**src/rtl/lvds_tx_bridge_pkg.sv**
```systemverilog
// rtl/lvds_tx_bridge_pkg.sv - shared constants for the LVDS transmit bridge
//
// Purpose: FSM state encoding and the default lane training pattern.
// The states are plain localparams so older modules that compare the state
// against raw bit values keep working.
// Ports: none (package).

package lvds_tx_bridge_pkg;

    localparam logic [0:0] ST_IDLE     = 1'b0;
    localparam logic [0:0] ST_WAIT_ACK = 1'b1;

    localparam logic [7:0] TRAIN_PATTERN_DEFAULT = 8'hA5;

endpackage

```
**src/rtl/ff_synch.sv**
```systemverilog
// rtl/ff_synch.sv - multi-stage flip-flop synchroniser for a single-bit level
//
// Purpose: brings an asynchronous level into the clk domain through STAGES
// back-to-back flops (STAGES >= 2).
// Ports:
//   clk    in   destination clock
//   rst_n  in   asynchronous active-low reset, clears every stage
//   d_in   in   asynchronous level
//   d_out  out  synchronised level (last stage)

module ff_synch #(
    parameter int STAGES = 2
) (
    input  logic clk,
    input  logic rst_n,
    input  logic d_in,
    output logic d_out
);

    logic [STAGES-1:0] sync_q;
    logic [STAGES-1:0] sync_d;

    always_comb begin
        sync_d = {sync_q[STAGES-2:0], d_in};
    end

    always_ff @(posedge clk or negedge rst_n) begin
        if (!rst_n) begin
            sync_q <= '0;
        end else begin
            sync_q <= sync_d;
        end
    end

    assign d_out = sync_q[STAGES-1];

endmodule

```
**src/rtl/lvds_tx_bridge.sv**
```systemverilog
// rtl/lvds_tx_bridge.sv - parallel-to-serial-domain word bridge with FIFO and two-phase handshake
//
// Purpose: buffers lane-packed words in a small FIFO and hands them one at a
// time to the serial domain with a two-phase req/ack toggle handshake. While
// train_en is set, the training pattern is sent on every lane instead of
// FIFO data.
// Ports:
//   clk_sys           in   parallel-domain clock
//   reset_n           in   asynchronous active-low reset
//   tx_data_in        in   NUM_LANES*PARALLEL_WIDTH write data, lane 0 in LSBs
//   tx_data_valid     in   write request
//   tx_data_ready     out  FIFO can accept a word
//   train_en          in   send TRAIN_PATTERN instead of FIFO data
//   tx_parallel_word  out  word held for the serial domain
//   tx_word_req       out  request toggle
//   ack_serial        in   acknowledge toggle (asynchronous)
//   fifo_level        out  FIFO occupancy
//   words_sent        out  completed handshakes, wraps at 16 bits
//   busy              out  handshake outstanding

module lvds_tx_bridge
    import lvds_tx_bridge_pkg::*;
#(
    parameter int                          PARALLEL_WIDTH = 8,
    parameter int                          NUM_LANES      = 4,
    parameter int                          FIFO_DEPTH     = 4,
    parameter logic [PARALLEL_WIDTH-1:0]   TRAIN_PATTERN  = PARALLEL_WIDTH'(TRAIN_PATTERN_DEFAULT)
) (
    input  logic                                  clk_sys,
    input  logic                                  reset_n,
    input  logic [NUM_LANES*PARALLEL_WIDTH-1:0]   tx_data_in,
    input  logic                                  tx_data_valid,
    output logic                                  tx_data_ready,
    input  logic                                  train_en,
    output logic [NUM_LANES*PARALLEL_WIDTH-1:0]   tx_parallel_word,
    output logic                                  tx_word_req,
    input  logic                                  ack_serial,
    output logic [$clog2(FIFO_DEPTH):0]           fifo_level,
    output logic [15:0]                           words_sent,
    output logic                                  busy
);

    localparam int                WORD_W    = NUM_LANES * PARALLEL_WIDTH;
    localparam int                PTR_W     = $clog2(FIFO_DEPTH);
    localparam int                LVL_W     = PTR_W + 1;
    localparam logic [LVL_W-1:0]  DEPTH_LVL = LVL_W'(FIFO_DEPTH);

    logic [0:0]        state_q,      state_d;
    logic [WORD_W-1:0] mem_q [FIFO_DEPTH];
    logic [WORD_W-1:0] mem_d [FIFO_DEPTH];
    logic [PTR_W-1:0]  wr_ptr_q,     wr_ptr_d;
    logic [PTR_W-1:0]  rd_ptr_q,     rd_ptr_d;
    logic [LVL_W-1:0]  level_q,      level_d;
    logic [WORD_W-1:0] word_q,       word_d;
    logic              req_q,        req_d;
    logic [15:0]       words_sent_q, words_sent_d;
    logic              ready_en_q,   ready_en_d;

    logic              ack_sync;
    logic              push;
    logic              pop;

    ff_synch #(
        .STAGES (2)
    ) u_ack_synch (
        .clk   (clk_sys),
        .rst_n (reset_n),
        .d_in  (ack_serial),
        .d_out (ack_sync)
    );

    // ready_en_q holds ready low through reset and rises on the first edge
    // after release, so a write can never race the reset deassertion.
    assign tx_data_ready = ready_en_q && (level_q < DEPTH_LVL);
    assign push          = tx_data_valid && tx_data_ready;

    always_comb begin
        state_d      = state_q;
        mem_d        = mem_q;
        wr_ptr_d     = wr_ptr_q;
        rd_ptr_d     = rd_ptr_q;
        word_d       = word_q;
        req_d        = req_q;
        words_sent_d = words_sent_q;
        ready_en_d   = 1'b1;
        pop          = 1'b0;

        if (push) begin
            mem_d[wr_ptr_q] = tx_data_in;
            wr_ptr_d        = wr_ptr_q + 1'b1;
        end

        if (state_q == ST_IDLE) begin
            // Training has priority and leaves the FIFO untouched. Acks seen
            // here are ignored: the next launch re-arms the comparison.
            if (train_en) begin
                word_d  = {NUM_LANES{TRAIN_PATTERN}};
                req_d   = ~req_q;
                state_d = ST_WAIT_ACK;
            end else if (level_q != '0) begin
                word_d   = mem_q[rd_ptr_q];
                rd_ptr_d = rd_ptr_q + 1'b1;
                pop      = 1'b1;
                req_d    = ~req_q;
                state_d  = ST_WAIT_ACK;
            end
        end else begin
            if (ack_sync == req_q) begin
                state_d      = ST_IDLE;
                words_sent_d = words_sent_q + 16'd1;
            end
        end

        level_d = level_q + LVL_W'(push) - LVL_W'(pop);
    end

    always_ff @(posedge clk_sys or negedge reset_n) begin
        if (!reset_n) begin
            state_q      <= ST_IDLE;
            for (int i = 0; i < FIFO_DEPTH; i++) begin
                mem_q[i] <= '0;
            end
            wr_ptr_q     <= '0;
            rd_ptr_q     <= '0;
            level_q      <= '0;
            word_q       <= '0;
            req_q        <= 1'b0;
            words_sent_q <= 16'd0;
            ready_en_q   <= 1'b0;
        end else begin
            state_q      <= state_d;
            mem_q        <= mem_d;
            wr_ptr_q     <= wr_ptr_d;
            rd_ptr_q     <= rd_ptr_d;
            level_q      <= level_d;
            word_q       <= word_d;
            req_q        <= req_d;
            words_sent_q <= words_sent_d;
            ready_en_q   <= ready_en_d;
        end
    end

    assign tx_parallel_word = word_q;
    assign tx_word_req      = req_q;
    assign fifo_level       = level_q;
    assign words_sent       = words_sent_q;
    assign busy             = (state_q == ST_WAIT_ACK);

endmodule

```
**config.mk**
```make
export PLATFORM = sky130hd
export DESIGN_NAME = lvds_tx_bridge
export DESIGN_NICKNAME = d
export VERILOG_FILES = /design/src/rtl/lvds_tx_bridge_pkg.sv /design/src/rtl/ff_synch.sv /design/src/rtl/lvds_tx_bridge.sv
export SDC_FILE = /design/constraint.sdc
export NUM_CORES = 1
export LEC_CHECK = 0
export CAP_MARGIN = 40
export CORE_ASPECT_RATIO = 0.8
export CORE_UTILIZATION = 27
export DETAILED_ROUTE_END_ITERATION = 12
export GPL_TIMING_DRIVEN = 0
export REMOVE_ABC_BUFFERS = 1
export SYNTH_ARGS = -nofsm -noshare
export SYNTH_HDL_FRONTEND = slang
export SYNTH_SLANG_ARGS = --single-unit
```
**constraint.sdc**
```tcl
create_clock -name clk_sys -period 3.1 [get_ports clk_sys]
set_input_delay 0.465 -clock clk_sys [delete_from_list [all_inputs] [get_ports clk_sys]]
set_output_delay 0.465 -clock clk_sys [all_outputs]
set_load 0.02 [all_outputs]
```
Word-level counts from Yosys, hierarchy flattened --
Index checks and enable logic that the tools add are counted.
Operators by class: equality and inequality tests 1, bitwise operators 5, reduce and logical (&&, ||, !) cells 8, multiplexer cells 16, add/sub/neg operators 5, magnitude comparators 4
Operator list (number):
- $mux 32 | 5
- $bwmux 128 | 1
- $bmux 32 s2 | 1
- $demux 32 s2 | 1
- $add 16x1->16 const B | 1
- $mux 1 | 8
- $ge 3x3->1 const B | 2
- $not 2->3 | 2
- $add 2x1->2 const B | 2
- $reduce_and 2->1 | 2
- $add 3x1->3 | 1
- $logic_and 1x1->1 | 3
- $lt 3x1->1 const B | 1
- $lt 3x3->1 const B | 1
- $not 1->1 | 3
- $reduce_and 3->1 | 1
- $reduce_bool 3->1 | 1
- $sub 3x1->3 | 1
- $reduce_bool 2->1 | 1
- $eq 1x1->1 | 1
Storage, ports and cells: register bits after elaboration 188, input port bits 37, output and inout bits 54, word-level logic and storage cells 52

Longest topological paths before layout --
depth in word-level cells 6, gate-level depth with buffers 11, mapped depth without buffers 10

Cells and area by module --
Synthesis repeated with hierarchy kept, for this count alone.
Second synthesis, totals: cells, all modules 485, area total of the unflattened synthesis 8600.7 um2
Modules (own cells, without submodules):
- lvds_tx_bridge | instances 1, cells each 483, area an instance 8550.7 um2
- ff_synch | instances 1, cells each 2, area an instance 50.0 um2

Worst setup path after synthesis --
OpenSTA, ideal clock, no wires.
path type register -> register, start point register level_q[2] (netlist: fifo_level[2]), end point register level_q[2] (netlist: fifo_level[2]), library setup time 0.132 ns, cell stages (with the launch flop) 12, data required time 2.968 ns, arrival time 2.365 ns, path slack 0.602 ns, cell sequence dfrtp_1 or3_4 nand2_4 inv_2 buf_2 ha_1 inv_1 ha_1 inv_1 fa_1 xnor2_1 xnor2_1
Between the ends: longest elaborated chain between the ends 5, elaborated cells on any way between the ends 9, those cells by class add/sub (2); order compare (1); mux (3); reduce/logical (3)
Ends and longest elaborated chain:
- start: declaration | line lvds_tx_bridge.sv:53 | logic [LVL_W-1:0] level_q, level_d;
- start signal: assignment | line lvds_tx_bridge.sv:135 | level_q <= level_d;
- $lt 3x3->1 / $reduce_bool 3->1 (equally long branches) | line lvds_tx_bridge.sv:74, lvds_tx_bridge.sv:100
- $logic_and 1x1->1 / $mux 1 (equally long branches) | line lvds_tx_bridge.sv:74, lvds_tx_bridge.sv:100
- $logic_and 1x1->1 / $mux 1 (equally long branches) | line lvds_tx_bridge.sv:75, lvds_tx_bridge.sv:96
- $add 3x1->3 / $mux 1 (equally long branches) | line lvds_tx_bridge.sv:114, lvds_tx_bridge.sv:93
- $sub 3x1->3 * | line lvds_tx_bridge.sv:114 | level_d = level_q + LVL_W'(push) - LVL_W'(pop);
- net level_d[2] | line lvds_tx_bridge.sv:53
Mark *: on every way through the listed nets, which the timed path passes. The rest lies on a longest branch. A chain may end at the register's enable or synchronous reset.

Worst setup path in the final report --
Ends and elaborated chain as after synthesis.

==> impl_metrics.env <==
export IMPL_status="complete, but fails checks"
export IMPL_violations="negative hold slack"
export IMPL_seq_area_frac_synth_pct=55.70
export IMPL_synth_warnings=0
export IMPL_cts_post_setup_buffers_inserted=0
export IMPL_cp_startpoint="fifo_level[2]"
export IMPL_synth_ff_latch_count=188
export IMPL_track_usage_pct=11.77
export IMPL_cts_resized_gates=0
export IMPL_crit_type="register to register"
export IMPL_fmax_mhz=367.1
export IMPL_insertion_delay_ns=0.45
export IMPL_drtIter0Drc=143
export IMPL_end_kind="register"
export IMPL_synthFlopType="dfrtp_1"
export IMPL_portBuffers=90
export IMPL_fp_dieArea_um2=32000
export IMPL_path_clk_slew_ns=0.07
export IMPL_relSlewSlack_pct=46.31
export IMPL_syn_inst=491
export IMPL_ys_types=34
export IMPL_gp_congestion=0.6952
export IMPL_place_worst_setup_slack_ns=-0.07614
export IMPL_slew_viol_final=0
export IMPL_vias_per_cell=4.308
export IMPL_area_growth_pct=21.98
export IMPL_period_share_pct=87.88
export IMPL_routed_wl_um=17320
export IMPL_worstPathArrival_ns=3.06
export IMPL_critical_path_max_stage_delay_ns=0.45
export IMPL_worst_hold_slack_ns=-0.01519
export IMPL_die_x_um=199.8
export IMPL_cts_tree="built"
export IMPL_clock_skew_ns=0.009964
export IMPL_h_tree_depth=4
export IMPL_nNetsFinal=621
export IMPL_fin_crit_ns=2.724
export IMPL_start_util_pct=27.61
export IMPL_grt_max_degree=97
export IMPL_hold_viol=7
export IMPL_grt_pass1_wl_um=28010
export IMPL_r2r_start="fifo_level[2]"
export IMPL_clockBufferDepth=2
export IMPL_fin_ws_ns=0.3757
export IMPL_yosys_area_top_type="dfrtp_1"
export IMPL_grt_pass1_vias=4698
export IMPL_tightest_slew_ns=0.8054
export IMPL_p_leak_nw=4.762
export IMPL_setup_viol_count_final=0
export IMPL_hp_class="input pin to asynchronous set/reset pin"
export IMPL_diodes=0
export IMPL_final_cells=1001
export IMPL_synth_edf_count=0
export IMPL_netlist_area_um2=8447
export IMPL_dp_cells=970
export IMPL_synth_top_cell_area_share_pct=55.70
export IMPL_drc=0
export IMPL_crit_fanout=18
export IMPL_p_per_area_nw_per_um2=1013
export IMPL_stdcell_area_um2=10300
export IMPL_rsz0062_at_grt="no"
export IMPL_cts_root_buffer="clkbuf_16"
export IMPL_ant_nets=0
export IMPL_cts_hold_repair_buffers=0
export IMPL_coreArea_um2=30600
export IMPL_dp_hpwl_um=10560
export IMPL_rows=57
export IMPL_required_ns=3.44
export IMPL_first_pass_iters=4
export IMPL_drive_above_1_share_pct=35.37
export IMPL_clock_sinks=188
export IMPL_io_pins=91
export IMPL_critPathLaunchType="register"
export IMPL_syn_area_per_cell_um2=17.20
export IMPL_antenna_found_initial=0
export IMPL_yosys_top_cells_area="dfrtp_1 (56%), mux2_4 (21%), mux4_2 (8.5%)"
export IMPL_overflow=0
export IMPL_die_h_um=160.2
export IMPL_cts_buffers=17
export IMPL_place_area_um2=9717
export IMPL_dr_total_vias=4312
export IMPL_max_cap_violations=0
export IMPL_crit_slowest_cell="dfrtp_1"
export IMPL_synthArstFlopShare_pct=100.0
export IMPL_ir_worst_vdd_uv=443.9
export IMPL_drt_wirelength_per_cell_um=17.30
export IMPL_fin_util_pct=33.68
export IMPL_path_cells="or3_4 > nand2_4 > inv_2 > ha_1 > inv_1 > ha_1 > inv_1 > fa_1 > xnor2_1 > xnor2_1"
## placed cells by master, fill, tap and decap left out, types with 3 or more instances in the layout
master             n
o22a_1            16
mux2_4           120
clkinv_4           3
ha_1               7
clkinv_2           3
xnor2_1           16
nand2_4            5
xor2_1             6
nor2_1             4
clkdlybuf4s50_1   89
clkbuf_16         17
nand3_1            4
dfrtp_1          186
a22o_1            16
and3_1             5
nand2_1            9
nand4_1            3
inv_1              6
mux4_2            32
clkbuf_8           3
mux2_2             9
## per-stage QoR
stage	TNS, ns	total power [mW]
final	0	10.43
after global routing	0	11.08
after CTS	0	10.61
after detailed placement	-0.07614	8.323
after global placement	-1258.31	8.205
after floorplan	0	7.010
## cells in the mapped netlist (6+ instances only)
cell	number
mux4_2	32
mux2_4	120
xnor2_1	16
mux2_2	9
a22o_1	16
dfrtp_1	188
xor2_1	6
buf_2	6
inv_1	6
ha_1	7
buf_6	14
o22a_1	16
nand2_1	9
## cells by family (layout without fill, tap and decap cells)
| group | after synthesis | count (layout) | share of synthesized area, % |
|---|---|---|---|
| AND/OR/NAND/NOR | 42 | 42 | 3.052 |
| other | 1 | 1 | 0.04440 |
| XOR/XNOR | 22 | 22 | 2.281 |
| flip-flops | 188 | 188 | 55.70 |
| adder cells (fa/ha/maj) | 8 | 8 | 1.274 |
| buffers and inverters | 35 | 132 | 3.155 |
| AO/OA/AOI/OAI | 34 | 34 | 3.436 |
| multiplexers | 161 | 161 | 31.06 |
## sequential cells by signal, indices dropped and copies added (netlist names)
| name | count |
|---|---|
| rd_ptr_q | 2 |
| wr_ptr_q | 2 |
| words_sent | 16 |
| fifo_level | 3 |
| busy | 1 |
| mem_q | 128 |
| tx_parallel_word | 32 |
| tx_word_req | 1 |
| ready_en_q | 1 |
| u_ack_synch.sync_q | 2 |
## power breakdown
group	switching (mW)	internal, mW	total [mW]
Sequential	0.748	3.52	4.27
Clock	0.962	1.25	2.21
Combinational	1.40	2.55	3.95
## critical path, delay by kind of cell, from the launching register on
| kind | cells | cell delay [ns] |
|---|---|---|
| xor+xnor | 2 | 0.28 |
| fa+ha+maj | 3 | 0.84 |
| simple gates | 2 | 0.69 |
| flops | 1 | 0.45 |
| buf+inv | 3 | 0.37 |
## final timing paths
check | endpoint | slack, ns | depth (start not counted)
worst max-delay path | fifo_level[2] | 0.38 | 10
worst min-delay path | words_sent[13] | -0.02 | 1
worst max register to register | fifo_level[2] | 0.38 | 10
worst min register to register | u_ack_synch.sync_q[1] | 0.36 | 0
max in group asynchronous | mem_q[75] | 2.18 | 2
min in group clk_sys | u_ack_synch.sync_q[1] | 0.36 | 0
## per-layer routing
layer	GRT usage (%)	share of wire (%)
met1	16.92	50
met2	16.59	44
met3	4.203	4.4
met4	3.019	0.87
met5	0	0
## cell type report
cell class / instances / area, um^2
fillers: 2961 / 20290
flip-flops and latches: 188 / 4707
clock buffers: 21 / 470.5
clock inverters: 10 / 116.4
multi-input cells: 268 / 3478
well taps: 413 / 516.7
repair buffers: 94 / 988.4
inverters: 7 / 26.28
Power figures use the tool's default switching activity.
